==> src/rtl/collision_detector_multi_pkg.sv <==
// Shared game constants for the collision detector: default coordinate and
// tile-index widths, tile size, map origin, and the scan FSM encoding.
package collision_detector_multi_pkg;

    localparam int DEF_POS_X_W   = 11;
    localparam int DEF_POS_Y_W   = 10;
    localparam int DEF_IDX_X_W   = 7;
    localparam int DEF_IDX_Y_W   = 6;
    localparam int DEF_TILE_LOG2 = 4;
    localparam int DEF_ORIGIN_X  = 0;
    localparam int DEF_ORIGIN_Y  = 0;

    localparam logic [1:0] ST_IDLE   = 2'd0;
    localparam logic [1:0] ST_SCAN   = 2'd1;
    localparam logic [1:0] ST_REPORT = 2'd2;

    typedef enum logic [1:0] {
        IDLE   = ST_IDLE,
        SCAN   = ST_SCAN,
        REPORT = ST_REPORT
    } cd_state_e;

endpackage

==> src/rtl/collision_detector_multi_tile.sv <==
// Display coordinate to map tile index. Positions left of/above the origin
// clamp to tile 0; indices past the map edge saturate to the last tile.
module pos_to_tile_index #(
    parameter int POS_W     = 11,
    parameter int IDX_W     = 7,
    parameter int TILE_LOG2 = 4,
    parameter int ORIGIN    = 0
) (
    input  logic [POS_W-1:0] pos,
    output logic [IDX_W-1:0] idx
);

    localparam logic [POS_W-1:0] ORG     = POS_W'(ORIGIN);
    localparam logic [31:0]      IDX_MAX = 32'((64'd1 << IDX_W) - 64'd1);

    logic             borrow;
    logic [POS_W-1:0] off;
    logic [31:0]      tile;

    // Subtract the origin, detect underflow via the borrow bit, then shift and saturate.
    always_comb begin
        {borrow, off} = {1'b0, pos} - {1'b0, ORG};
        tile          = 32'(off >> TILE_LOG2);
        idx           = '0;
        if (!borrow) begin
            idx = (tile > IDX_MAX) ? IDX_MAX[IDX_W-1:0] : tile[IDX_W-1:0];
        end
    end

endmodule

==> src/rtl/collision_detector_multi.sv <==
// Per-frame pacman/ghost collision scan. One ghost is checked per clock from
// a snapshot taken at the start edge; results are published on a done pulse
// and held until the next report.
module collision_detector_multi
    import collision_detector_multi_pkg::*;
#(
    parameter int NUM_GHOSTS = 4,
    parameter int POS_X_W    = DEF_POS_X_W,
    parameter int POS_Y_W    = DEF_POS_Y_W,
    parameter int IDX_X_W    = DEF_IDX_X_W,
    parameter int IDX_Y_W    = DEF_IDX_Y_W,
    parameter int TILE_LOG2  = DEF_TILE_LOG2,
    parameter int ORIGIN_X   = DEF_ORIGIN_X,
    parameter int ORIGIN_Y   = DEF_ORIGIN_Y,
    parameter int TOL        = 0,
    localparam int CNT_W     = $clog2(NUM_GHOSTS + 1)
) (
    input  logic                          clk,
    input  logic                          reset,
    input  logic                          start,
    input  logic [POS_X_W-1:0]            pacman_pos_x,
    input  logic [POS_Y_W-1:0]            pacman_pos_y,
    input  logic [NUM_GHOSTS*POS_X_W-1:0] ghost_pos_x,
    input  logic [NUM_GHOSTS*POS_Y_W-1:0] ghost_pos_y,
    input  logic [NUM_GHOSTS-1:0]         ghost_active,
    input  logic [NUM_GHOSTS-1:0]         ghost_frightened,
    output logic                          busy,
    output logic                          done,
    output logic                          pacman_is_dead,
    output logic [NUM_GHOSTS-1:0]         ghost_eaten,
    output logic [CNT_W-1:0]              hit_count
);

    localparam int GI_W = (NUM_GHOSTS > 1) ? $clog2(NUM_GHOSTS) : 1;

    cd_state_e state_q, state_d;
    logic [GI_W-1:0]               idx_q, idx_d;
    logic [POS_X_W-1:0]            pac_x_q, pac_x_d;
    logic [POS_Y_W-1:0]            pac_y_q, pac_y_d;
    logic [NUM_GHOSTS*POS_X_W-1:0] gx_q, gx_d;
    logic [NUM_GHOSTS*POS_Y_W-1:0] gy_q, gy_d;
    logic [NUM_GHOSTS-1:0]         act_q, act_d;
    logic [NUM_GHOSTS-1:0]         fr_q, fr_d;
    logic                          dead_acc_q, dead_acc_d;
    logic [NUM_GHOSTS-1:0]         eaten_acc_q, eaten_acc_d;
    logic [CNT_W-1:0]              cnt_acc_q, cnt_acc_d;
    logic                          dead_q, dead_d;
    logic [NUM_GHOSTS-1:0]         eaten_q, eaten_d;
    logic [CNT_W-1:0]              hits_q, hits_d;

    logic [POS_X_W-1:0] cur_gx;
    logic [POS_Y_W-1:0] cur_gy;
    logic [IDX_X_W-1:0] pac_tx, gh_tx, dx;
    logic [IDX_Y_W-1:0] pac_ty, gh_ty, dy;
    logic               hit;

    assign cur_gx = gx_q[idx_q*POS_X_W +: POS_X_W];
    assign cur_gy = gy_q[idx_q*POS_Y_W +: POS_Y_W];

    pos_to_tile_index #(.POS_W(POS_X_W), .IDX_W(IDX_X_W), .TILE_LOG2(TILE_LOG2), .ORIGIN(ORIGIN_X))
        u_pac_tx (.pos(pac_x_q), .idx(pac_tx));
    pos_to_tile_index #(.POS_W(POS_Y_W), .IDX_W(IDX_Y_W), .TILE_LOG2(TILE_LOG2), .ORIGIN(ORIGIN_Y))
        u_pac_ty (.pos(pac_y_q), .idx(pac_ty));
    pos_to_tile_index #(.POS_W(POS_X_W), .IDX_W(IDX_X_W), .TILE_LOG2(TILE_LOG2), .ORIGIN(ORIGIN_X))
        u_gh_tx (.pos(cur_gx), .idx(gh_tx));
    pos_to_tile_index #(.POS_W(POS_Y_W), .IDX_W(IDX_Y_W), .TILE_LOG2(TILE_LOG2), .ORIGIN(ORIGIN_Y))
        u_gh_ty (.pos(cur_gy), .idx(gh_ty));

    // Chebyshev proximity test on unsigned tile indices, gated by the snapshot active bit.
    always_comb begin
        dx  = (pac_tx >= gh_tx) ? (pac_tx - gh_tx) : (gh_tx - pac_tx);
        dy  = (pac_ty >= gh_ty) ? (pac_ty - gh_ty) : (gh_ty - pac_ty);
        hit = act_q[idx_q] && (32'(dx) <= 32'(TOL)) && (32'(dy) <= 32'(TOL));
    end

    // Next-state: snapshot on start, accumulate one ghost per SCAN cycle, publish on REPORT entry.
    always_comb begin
        state_d     = state_q;
        idx_d       = idx_q;
        pac_x_d     = pac_x_q;
        pac_y_d     = pac_y_q;
        gx_d        = gx_q;
        gy_d        = gy_q;
        act_d       = act_q;
        fr_d        = fr_q;
        dead_acc_d  = dead_acc_q;
        eaten_acc_d = eaten_acc_q;
        cnt_acc_d   = cnt_acc_q;
        dead_d      = dead_q;
        eaten_d     = eaten_q;
        hits_d      = hits_q;

        case (state_q)
            IDLE, REPORT: begin
                state_d = IDLE;
                if (start) begin
                    pac_x_d     = pacman_pos_x;
                    pac_y_d     = pacman_pos_y;
                    gx_d        = ghost_pos_x;
                    gy_d        = ghost_pos_y;
                    act_d       = ghost_active;
                    fr_d        = ghost_frightened;
                    dead_acc_d  = 1'b0;
                    eaten_acc_d = '0;
                    cnt_acc_d   = '0;
                    idx_d       = '0;
                    state_d     = SCAN;
                end
            end
            SCAN: begin
                if (hit) begin
                    cnt_acc_d = cnt_acc_q + CNT_W'(1);
                    if (fr_q[idx_q]) eaten_acc_d[idx_q] = 1'b1;
                    else             dead_acc_d         = 1'b1;
                end
                if (idx_q == GI_W'(NUM_GHOSTS - 1)) begin
                    dead_d  = dead_acc_d;
                    eaten_d = eaten_acc_d;
                    hits_d  = cnt_acc_d;
                    state_d = REPORT;
                end else begin
                    idx_d = idx_q + GI_W'(1);
                end
            end
            default: state_d = IDLE;
        endcase
    end

    // State, snapshot, accumulator and result registers; reset aborts any scan.
    always_ff @(posedge clk) begin
        if (reset) begin
            state_q     <= IDLE;
            idx_q       <= '0;
            pac_x_q     <= '0;
            pac_y_q     <= '0;
            gx_q        <= '0;
            gy_q        <= '0;
            act_q       <= '0;
            fr_q        <= '0;
            dead_acc_q  <= 1'b0;
            eaten_acc_q <= '0;
            cnt_acc_q   <= '0;
            dead_q      <= 1'b0;
            eaten_q     <= '0;
            hits_q      <= '0;
        end else begin
            state_q     <= state_d;
            idx_q       <= idx_d;
            pac_x_q     <= pac_x_d;
            pac_y_q     <= pac_y_d;
            gx_q        <= gx_d;
            gy_q        <= gy_d;
            act_q       <= act_d;
            fr_q        <= fr_d;
            dead_acc_q  <= dead_acc_d;
            eaten_acc_q <= eaten_acc_d;
            cnt_acc_q   <= cnt_acc_d;
            dead_q      <= dead_d;
            eaten_q     <= eaten_d;
            hits_q      <= hits_d;
        end
    end

    assign busy           = (state_q != IDLE);
    assign done           = (state_q == REPORT);
    assign pacman_is_dead = dead_q;
    assign ghost_eaten    = eaten_q;
    assign hit_count      = hits_q;

endmodule

==> config.mk <==
export PLATFORM = sky130hd
export DESIGN_NAME = collision_detector_multi
export DESIGN_NICKNAME = d
export VERILOG_FILES = /design/src/rtl/collision_detector_multi_pkg.sv /design/src/rtl/collision_detector_multi_tile.sv /design/src/rtl/collision_detector_multi.sv
export SDC_FILE = /design/constraint.sdc
export NUM_CORES = 1
export LEC_CHECK = 0
export CAP_MARGIN = 20
export CORE_ASPECT_RATIO = 0.9
export CORE_MARGIN = 10
export CORE_UTILIZATION = 49
export CTS_CLUSTER_SIZE = 30
export DETAILED_ROUTE_END_ITERATION = 12
export PLACE_DENSITY_LB_ADDON = 0.3
export SETUP_SLACK_MARGIN = 0.15
export SLEW_MARGIN = 25
export SYNTH_ARGS = -nofsm -noshare
export SYNTH_HDL_FRONTEND = slang
export SYNTH_SLANG_ARGS = --single-unit
==> constraint.sdc <==
create_clock -name clk -period 8.4 [get_ports clk]
set_input_delay 1.68 -clock clk [delete_from_list [all_inputs] [get_ports clk]]
set_output_delay 1.68 -clock clk [all_outputs]
set_load 0.005 [all_outputs]
**Word level (Yosys, flattened, before mapping)**

Cells that the tools add are included.

- Output and inout bits: 10
- Register bits: 133
- Word-level logic and storage cells: 81

- Muxes and demuxes: 29
- $lt $le $gt $ge: 10
- Multiply operators: 2
- Bitwise operators: 1
- Shift-type cells: 2
- Add/subtract/negate cells: 6
- Reductions and logical operators: 11
- Eq/ne operators: 6

Operator list:

| operator | count |
|---|---|
| $shiftx A44 B7 Y11 | 1 |
| $shiftx A40 B7 Y10 | 1 |
| $mux W7 | 3 |
| $mux W6 | 3 |
| $gt A7 B7 Y1 const B | 2 |
| $sub A7 B7 Y7 | 2 |
| $gt A6 B6 Y1 const B | 2 |
| $mux W4 | 3 |
| $sub A6 B6 Y6 | 2 |
| $pmux W2 S2 | 2 |
| $pmux W4 S2 | 1 |
| $ge A7 B7 Y1 | 1 |
| $le A7 B1 Y1 const B | 1 |
| $mux W1 | 7 |
| $ge A6 B6 Y1 | 1 |
| $le A6 B1 Y1 const B | 1 |
| $mul A2 B4 Y6 const B | 1 |
| $mux W2 | 3 |
| $mux W3 | 2 |
| $ne A2 B2 Y1 const B | 3 |
| $pmux W3 S2 | 1 |
| $reduce_and A2 Y1 | 3 |
| $mul A2 B3 Y5 const B | 1 |
| $bmux W1 S2 | 2 |
| other kinds (14) | 18 |

**Longest topological paths before layout**

Gate-level depths: netlist of the first run.

- Depth after elaboration: 11
- Depth in mapped cells: 15

**By module**

Synthesis of the first run repeated with hierarchy kept, for this count alone.

- Cells, all modules: 787
- Area, all modules: 6348.6 sq um

Modules (own cells, without submodules):

| module | area an instance (sq um) | sequential area each (sq um) | times used | cells an instance |
|---|---|---|---|---|
| collision_detector_multi | 6251.0 | 2662.6 | 1 | 761 |
| pos_to_tile_index (u_gh_tx ...) | 26.3 | 0.0 | 2 | 7 |
| pos_to_tile_index (u_gh_ty ...) | 22.5 | 0.0 | 2 | 6 |

**Worst setup path after synthesis of the first run**

No wires, ideal clock.

- Kind: reg-to-reg
- Start: register idx_q[0]
- End: register hits_q[2] (netlist: hit_count[2])
- Library setup time: 0.091 ns
- Path buffers: 2
- Path slack: 4.150 ns
- Data arrival time: 4.159 ns
- Cell stages (with the launch flop): 15
- Path through: dfxtp_1 -> buf_2 -> buf_1 -> mux4_2 -> inv_1 -> ha_1 -> and4_2 -> a211oi_2 -> a2bb2oi_2 -> o221ai_2 -> or4b_1 -> o311ai_1 -> nand4b_2 -> or4_1 -> a311oi_1

- Cells in the longest elaborated chain, start to end: 10
- Elaborated cells between the ends (all ways): 25
- Classes of those cells: add/sub: 4; mul: 2; order compare: 6; eq/ne: 1; shift: 2; mux: 7; reduce/logical: 3

RTL lines:

| element | RTL line | source |
|---|---|---|
| start, declared | collision_detector_multi.sv:37 | `logic [GI_W-1:0] idx_q, idx_d;` |
| start signal, assigned | collision_detector_multi.sv:148 | `idx_q <= idx_d;` |
| $mul A2 B4 Y6 | collision_detector_multi.sv:57 | `assign cur_gx = gx_q[idx_q*POS_X_W +: POS_X_W];` |
| $shiftx A44 B7 Y11 | collision_detector_multi.sv:57 |  |
| $gt A7 B7 Y1 | collision_detector_multi_tile.sv:26 | `idx = (tile > IDX_MAX) ? IDX_MAX[IDX_W-1:0] : tile[IDX_W-1:0];` |
| $mux W7 | collision_detector_multi_tile.sv:26 |  |
| $sub A7 B7 Y7 / $ge A7 B7 Y1 (equally long branches) | collision_detector_multi.sv:71 | `dx = (pac_tx >= gh_tx) ? (pac_tx - gh_tx) : (gh_tx - pac_tx);` |
| $mux W7 | collision_detector_multi.sv:71 |  |
| $le A7 B1 Y1 | collision_detector_multi.sv:73 | `hit = act_q[idx_q] && (32'(dx) <= 32'(TOL)) && (32'(dy) <= 32'(TOL));` |
| $logic_and A1 B1 Y1 (2 in series) | collision_detector_multi.sv:73 |  |
| $mux W3 | collision_detector_multi.sv:111 | `if (hit) begin` |
| end signal, assigned | collision_detector_multi.sv:160 | `hits_q <= hits_d;` |
| end, declared | collision_detector_multi.sv:49 | `logic [CNT_W-1:0] hits_q, hits_d;` |

Several ways; a longest one is shown, not always the timed one. The select of a mux whose other input is x is not followed.
A chain may end at the register's enable or synchronous reset.

**Worst setup path in the final report of the first run**

- Start: register idx_q[0]
- End: register cnt_acc_q[0]

- Cells in the longest elaborated chain, start to end: 11
- Elaborated cells between the ends (all ways): 24
- Classes of those cells: add/sub: 4; mul: 2; order compare: 6; shift: 2; mux: 8; reduce/logical: 2

RTL lines:

| element | RTL line | source |
|---|---|---|
| $mul A2 B4 Y6 | collision_detector_multi.sv:57 |  |
| $shiftx A44 B7 Y11 | collision_detector_multi.sv:57 |  |
| $gt A7 B7 Y1 | collision_detector_multi_tile.sv:26 |  |
| $mux W7 | collision_detector_multi_tile.sv:26 |  |
| $sub A7 B7 Y7 / $ge A7 B7 Y1 (equally long branches) | collision_detector_multi.sv:71 |  |
| $mux W7 | collision_detector_multi.sv:71 |  |
| $le A7 B1 Y1 | collision_detector_multi.sv:73 |  |
| $logic_and A1 B1 Y1 | collision_detector_multi.sv:73 |  |
| $logic_and A1 B1 Y1 (*) | collision_detector_multi.sv:73 |  |
| $mux W3 (*) | collision_detector_multi.sv:111 |  |
| $pmux W3 S2 (*) | collision_detector_multi.sv:93 | `case (state_q)` |
| end signal, assigned | collision_detector_multi.sv:157 | `cnt_acc_q <= cnt_acc_d;` |
| end, declared | collision_detector_multi.sv:46 | `logic [CNT_W-1:0] cnt_acc_q, cnt_acc_d;` |

Mark *: on every way between the ends. The rest lies on a longest branch, timed or not. The select of a mux whose other input is x is not followed.

==> impl_results.md, run 1 <==
* Post-synthesis cell type count at 56
* Crit path cell chain: buf_4, mux4_2, inv_1, ha_1, nand2b_1, a21oi_1, o21ai_1, mux2_4, o311ai_2, nand3_1, xnor2_1, nand4_1, mux2i_1
* Area delta synth->final at 21.8%
* WS Path Type: reg -> reg
* Fin cells at 788
* CORE AREA at 9700 um^2
* Reg2reg path depth at 13
* Number of fill cells in the layout at 863
* Clk_lat worst skew at 0.37 ns
* Final ANT Viol Nets at 0
* Syn avg cell area at 8.04 um^2
* Vias post-DR at 4,261
* R2r setup slk at 3.45 ns
* H-tree depth at 3
* Pre-Repair DR Iteration Count at 5
* Vias per cell at 5.41
* Most frequent cells in the layout: nand2_1, dfxtp_1, clkdlybuf4s50_1
* TNS Setup at 0 ns
* Slew Viols, Final at 0
* Max-slew headroom at 37.1%
* GRT overflow at 0
* Clock-pin transition on the worst setup and hold timing paths at 0.11 ns
* VDD IR max at 0.0825 mV
* Final setup viols at 0
* Critical path peak fanout at 12
* Clock tree root buffer cell: clkbuf_8
* Crit path max-delay cell type: xnor2_1
* Worst Path Arrival at 5.21 ns
* N_diodes at 0
* All-Layer GR Usage at 16.9%
* Synth Area in Adders at 7.46%
* Leak Pwr at 2.19 nW
* Multi-input logic area at 2690 um^2
* Worst r2r dst: cnt_acc_q[0]$_SDFFE_PP0P_
* Antenna violations before repair at 0
* Hold Path Class: reg -> reg
* Status: finished, final reports clean
* Cts bufs inserted at 9
* Largest family of logic cells by synthesized area: simple AND/OR/NAND/NOR gates
* Number of flops mapped to enable cells by yosys at 0
* Share of cells above drive strength 1 at 8.01%
* Setup bufs post-CTS at 0
* WP data required at 8.66 ns
* GP Congestion at 0.921
* Commonest non-fill, non-tap cell in the layout: nand2_1
* Die height at 115 um
* Reg-to-reg startpoint: idx_q[0]$_SDFFE_PP0P_
* Sequential Area at 1860 um^2
* Worst path max stage delay at 0.77 ns
* Nets at 802
* Cell Area, Synth at 4860 um^2
* Die ar. at 14,300 um^2
* Setup Skew at 0.0132 ns
* Slew @ Worst Pin at 0.937 ns
* Min-delay src: eaten_acc_q[0]$_SDFFE_PP0P_
* Top_reg_cell synth: dfxtp_1
* CTS tree: built
* Avg WL per Cell at 15.4 um
* Final period util at 58.9%
* CP startpoint kind: register
* Register area share after synthesis at 38.3%
* Routed WL at 12.2 mm
* Remaining DRCs at 0
* DP HPWL at 8.80 mm
* IO Port Bufs at 85
* RSZ-0062 raised after global routing: false
* Starting Density at 50.2%
* Yosys warnings at 0
* Mux contribution to synthesized area at 7.90%
* CTS sink cnt at 93
* First-pass GRT wire length at 20.1 mm
* Cell Rows at 34
* Power per cell area at 175 nW/um^2
* Placed cell count at 772
* Critical path capture point type: register
* # IOs at 126
* WHS Endpoint: eaten_acc_q[0]$_SDFFE_PP0P_
* Hold_buf cts at 0
* Maximum Capacitance Violations at 0
* Synth Area in XOR/XNOR at 0.360%
* FFs w/ async S/R, synth at 0%
* Hold Worst Slack at 0.456 ns
* Resized Gates After CTS at 0
* Post-synthesis register bit count at 93
* Fmax at 0.202 GHz
* Syn Inst Count at 605
* Largest net degree at the start of global routing at 93
* Die W at 125 um
* Clock buffer depth at 2
* Vias in the first global route at 4,125
* Final min period at 4.95 ns
* DR iter-0 viols at 298
* Tot Pwr at 1.04 mW
* Hold Violations, Final at 0
* Mapped Nets at 750
* Hold path cells at 2
* Synth Area in Compound Gates at 18.2%
* Simple-gate area share of the yosys netlist at 21.2%
-- where the power goes --
| group | switching (mW) | internal (mW) |
|---|---|---|
| Clock | 0.177 | 0.124 |
| Combinational | 0.140 | 0.118 |
| Sequential | 0.0160 | 0.463 |
| Total | 0.333 | 0.706 |
-- logic make-up after synthesis --
family,count (synthesis)
adder cells (fa/ha/maj),29
flip-flops,93
buffers and inverters,85
XOR/XNOR,2
multiplexers,19
AND/OR/NAND/NOR,234
AO/OA/AOI/OAI,143
-- worst max-delay path, delay by kind of cell, from the launching register on --
family                     cells  cell delay, ns
buffers and inverters          2            0.44
and+or+nand+nor                3            0.75
xor gates and xnor gates       1            0.77
AOI/OAI and AO/OA              3            0.78
adders and majority gates      1            0.22
DFF                            1            0.73
muxes                          3            1.12
-- per-stage QoR --
step	area [um^2]	setup slack, ns	utilization (%)
after detailed placement	5730	3.50	59.0
after global placement	5730	3.63	59.0
after CTS	5930	3.49	61.1
after floorplan	4860	4.15	-
final	5930	3.45	61.1
after global routing	5930	2.98	61.1
-- Yosys cell counts (8+ instances only) --
cell / count / area (um^2)
o21ai_0: 10 / 50.1
nor2_1: 19 / 71.3
nand2_1: 161 / 604
ha_1: 29 / 363
dfxtp_1: 93 / 1860
nand2b_1: 8 / 50.1
a21oi_1: 81 / 405
a211oi_1: 9 / 67.6
buf_1: 9 / 33.8
inv_1: 37 / 139
clkbuf_1: 37 / 139
mux4_2: 15 / 338
and2_1: 8 / 50.1
-- area by class of cell --
class / instances / area share (%)
Tap cell: 126 / 2.66
Multi-Input combinational cell: 427 / 45.4
Timing Repair Buffer: 89 / 14.8
Inverter: 37 / 2.34
Clock buffer: 10 / 2.32
Sequential cell: 93 / 31.4
Clock inverter: 6 / 1.06
-- per-layer routing --
metal | up-vias | wire length, um | GRT usage, %
met5 | - | 0 | 0
met4 | 0 | 153 | 5.75
met3 | 10 | 882 | 4.12
met2 | 116 | 5790 | 27.0
met1 | 1980 | 5350 | 21.8
li1 | 2155 | - | -
-- worst max-delay path by stage --
stage / startpoint / to / slack [ns] / cells after the start
after floorplan: idx_q[0]$_SDFFE_PP0P_ / hit_count[2]$_SDFFE_PP0P_ / 4.15 / 14
after global placement: idx_q[0]$_SDFFE_PP0P_ / cnt_acc_q[0]$_SDFFE_PP0P_ / 3.63 / 13
after detailed placement: idx_q[0]$_SDFFE_PP0P_ / cnt_acc_q[0]$_SDFFE_PP0P_ / 3.50 / 13
after CTS: idx_q[0]$_SDFFE_PP0P_ / cnt_acc_q[0]$_SDFFE_PP0P_ / 3.49 / 13
after global routing: idx_q[0]$_SDFFE_PP0P_ / eaten_acc_q[1]$_SDFFE_PP0P_ / 2.98 / 11
final: idx_q[0]$_SDFFE_PP0P_ / cnt_acc_q[0]$_SDFFE_PP0P_ / 3.45 / 13
-- flip-flops by register name (all words and copies together), names as in the netlist, 3 cells and up --
| register | count |
|---|---|
| cnt_acc_q | 3 |
| pac_y_q | 6 |
| hit_count | 3 |
| ghost_eaten | 4 |
| fr_q | 4 |
| gx_q | 28 |
| gy_q | 24 |
| pac_x_q | 7 |
| act_q | 4 |
| eaten_acc_q | 4 |
(Power assumes the default switching activity.)
==> run 2: changes to the inputs <==
==> constraint.sdc (replaced) <==
create_clock -name clk -period 4.8 [get_ports clk]
set_input_delay 0.96 -clock clk [delete_from_list [all_inputs] [get_ports clk]]
set_output_delay 0.96 -clock clk [all_outputs]
set_load 0.005 [all_outputs]
==> impl_results.md, run 2 (synthesis results as in run 1) <==
* Status: finished, final reports clean (unchanged)
* Largest register FFs at 28 (unchanged)
* Critical path peak fanout at 12 (unchanged)
* IO Port Bufs at 85 (unchanged)
* Final setup viols at 0 (unchanged)
* Vias post-DR at 4,213 (was 4,261)
* Final period util at 89.4% (was 58.9%)
* Final instance area at 5960 um^2 (was 5930 um^2)
* Delay-heaviest family, CP: compound AO/OA/AOI/OAI gates (was multiplexers)
* Vias in the first global route at 4,190 (was 4,125)
* Vias per cell at 5.32 (was 5.41)
* # IOs at 126 (unchanged)
* Largest registers: gx_q (28), gy_q (24), pac_x_q (7) (unchanged)
* CTS sink cnt at 93 (unchanged)
* Post-layout util at 61.5% (was 61.1%)
* Hold Violations, Final at 0 (unchanged)
* Final ANT Viol Nets at 0 (unchanged)
* Power per cell area at 310 nW/um^2 (was 175 nW/um^2)
* Final min period at 4.29 ns (was 4.95 ns)
* Avg WL per Cell at 15.2 um (was 15.4 um)
* First-pass GRT wire length at 20.4 mm (was 20.1 mm)
* Cell Rows at 34 (unchanged)
* N_diodes at 0 (unchanged)
* Leak Pwr at 2.21 nW (was 2.19 nW)
* H-tree depth at 3 (unchanged)
* DP HPWL at 9.05 mm (was 8.80 mm)
* All-Layer GR Usage at 16.9% (about the same)
* Clock-pin transition on the worst setup and hold timing paths at 0.10 ns (was 0.11 ns)
* Commonest non-fill, non-tap cell in the layout: nand2_1 (unchanged)
* GRT overflow at 0 (unchanged)
* Hold Worst Slack at 0.452 ns (was 0.456 ns)
* Die ar. at 14,300 um^2 (unchanged)
* Final WS setup at 0.511 ns (was 3.45 ns)
* Worst path max stage delay at 0.73 ns (was 0.77 ns)
* Remaining DRCs at 0 (unchanged)
* Area after DPL at 5760 um^2 (was 5730 um^2)
* Area delta synth->final at 22.6% (was 21.8%)
* CTS tree: built (unchanged)
* WP buf/inv at 1 (was 2)
* Tot Pwr at 1.85 mW (was 1.04 mW)
* Setup Skew at 0.0109 ns (was 0.0132 ns)
* Largest net degree at the start of global routing at 57 (was 93)
* Clock tree root buffer cell: clkbuf_8 (unchanged)
* WS Path Type: reg -> reg (unchanged)
* Antenna violations before repair at 0 (unchanged)
* VDD IR max at 0.135 mV (was 0.0825 mV)
* Largest reg by FF count: gx_q (unchanged)
* Cts bufs inserted at 9 (unchanged)
* Crit path max-delay cell type: dfxtp_1 (was xnor2_1)
* Fmax at 0.233 GHz (was 0.202 GHz)
* GP Congestion at 0.906 (was 0.921)
* TNS Setup at 0 ns (unchanged)
* Hold Path Class: reg -> reg (unchanged)
* Place WS at 0.495 ns (was 3.50 ns)
* WP data required at 5.08 ns (was 8.66 ns)
* Starting Density at 50.2% (unchanged)
* Most frequent cells in the layout: nand2_1, dfxtp_1, clkdlybuf4s50_1 (unchanged)
* Share of cells above drive strength 1 at 8.71% (was 8.01%)
* CP startpoint kind: register (unchanged)
* Clock buffer depth at 2 (unchanged)
* Nets at 806 (was 802)
* Maximum Capacitance Violations at 0 (unchanged)
* Die height at 115 um (unchanged)
* Fin cells at 792 (was 788)
* Clk_lat worst skew at 0.37 ns (about the same)
* DR iter-0 viols at 293 (was 298)
* RSZ-0062 raised after global routing: false (unchanged)
* Routed WL at 12.0 mm (was 12.2 mm)
* Critical path capture point type: register (unchanged)
* Worst Path Arrival at 4.57 ns (was 5.21 ns)
* Die W at 125 um (unchanged)
* Slew @ Worst Pin at 0.893 ns (was 0.937 ns)
* Placed cell count at 776 (was 772)
* Max-slew headroom at 40.4% (was 37.1%)
* Slew Viols, Final at 0 (unchanged)
* Crit path cell chain: mux4_2, inv_1, ha_1, a211o_1, a21oi_4, o21a_2, o221ai_2, or4b_1, o311ai_1, and4b_1, a31oi_1, a211oi_1 (was buf_4, mux4_2, inv_1, ha_1, nand2b_1, a21oi_1, o21ai_1, mux2_4, o311ai_2, nand3_1, xnor2_1, nand4_1, mux2i_1)
* Pre-Repair DR Iteration Count at 4 (was 5)
* Setup bufs post-CTS at 0 (unchanged)
* CORE AREA at 9700 um^2 (unchanged)
[run 2: cell count changes in the layout (fill, tap and decap cells not counted), sizes merged]
cell	before	now
buf	5	9
bufinv	0	1
clkinv	2	1
clkinvlp	0	2
inv	41	39
[run 2: timing repair]
action | in CTS | in global routing
setup endpoints to repair | 0 | 4
resized for setup | 0 | 1
hold buffers | 0 | 0
[run 2: metal layers]
layer  wire (um)  vias to the layer above  global-route usage (%)
li1            -                     2157                       -
met1        5540                     1948                    21.9
met2        5650                       98                    27.7
met3         771                       10                    4.03
met4          88                        0                    4.06
met5           0                        -                       0
[run 2: final timing paths]
path	from	endpoint	slack, ns	depth (start not counted)
setup / recovery	idx_q[1]$_SDFFE_PP0P_	ghost_eaten[2]$_SDFFE_PP0P_	0.51	12
hold / removal	eaten_acc_q[0]$_SDFFE_PP0P_	eaten_acc_q[0]$_SDFFE_PP0P_	0.45	2
setup reg to reg	idx_q[1]$_SDFFE_PP0P_	ghost_eaten[2]$_SDFFE_PP0P_	0.51	12
hold reg to reg	eaten_acc_q[0]$_SDFFE_PP0P_	eaten_acc_q[0]$_SDFFE_PP0P_	0.45	2
[run 2: cell type report]
type	instances	area, um^2
clock buffers	10	138
clock inverters	6	67.6
fillers	850	3730
inverters	37	139
multi-input cells	427	2690
flip-flops and latches	93	1860
well taps	126	158
repair buffers	93	908
[run 2: worst reg2reg max path, stage by stage, from the launching register on]
cell,delay (ns)
dfxtp_1,0.73
mux4_2,0.44
inv_1,0.07
ha_1,0.30
a211o_1,0.39
a21oi_4,0.21
o21a_2,0.25
o221ai_2,0.16
or4b_1,0.55
o311ai_1,0.14
and4b_1,0.52
a31oi_1,0.18
a211oi_1,0.28
[run 2: power by group]
group          switching [mW]  internal [mW]  total (mW)
Combinational           0.248          0.216       0.464
Sequential             0.0262          0.810       0.837
Clock                   0.288          0.258       0.546
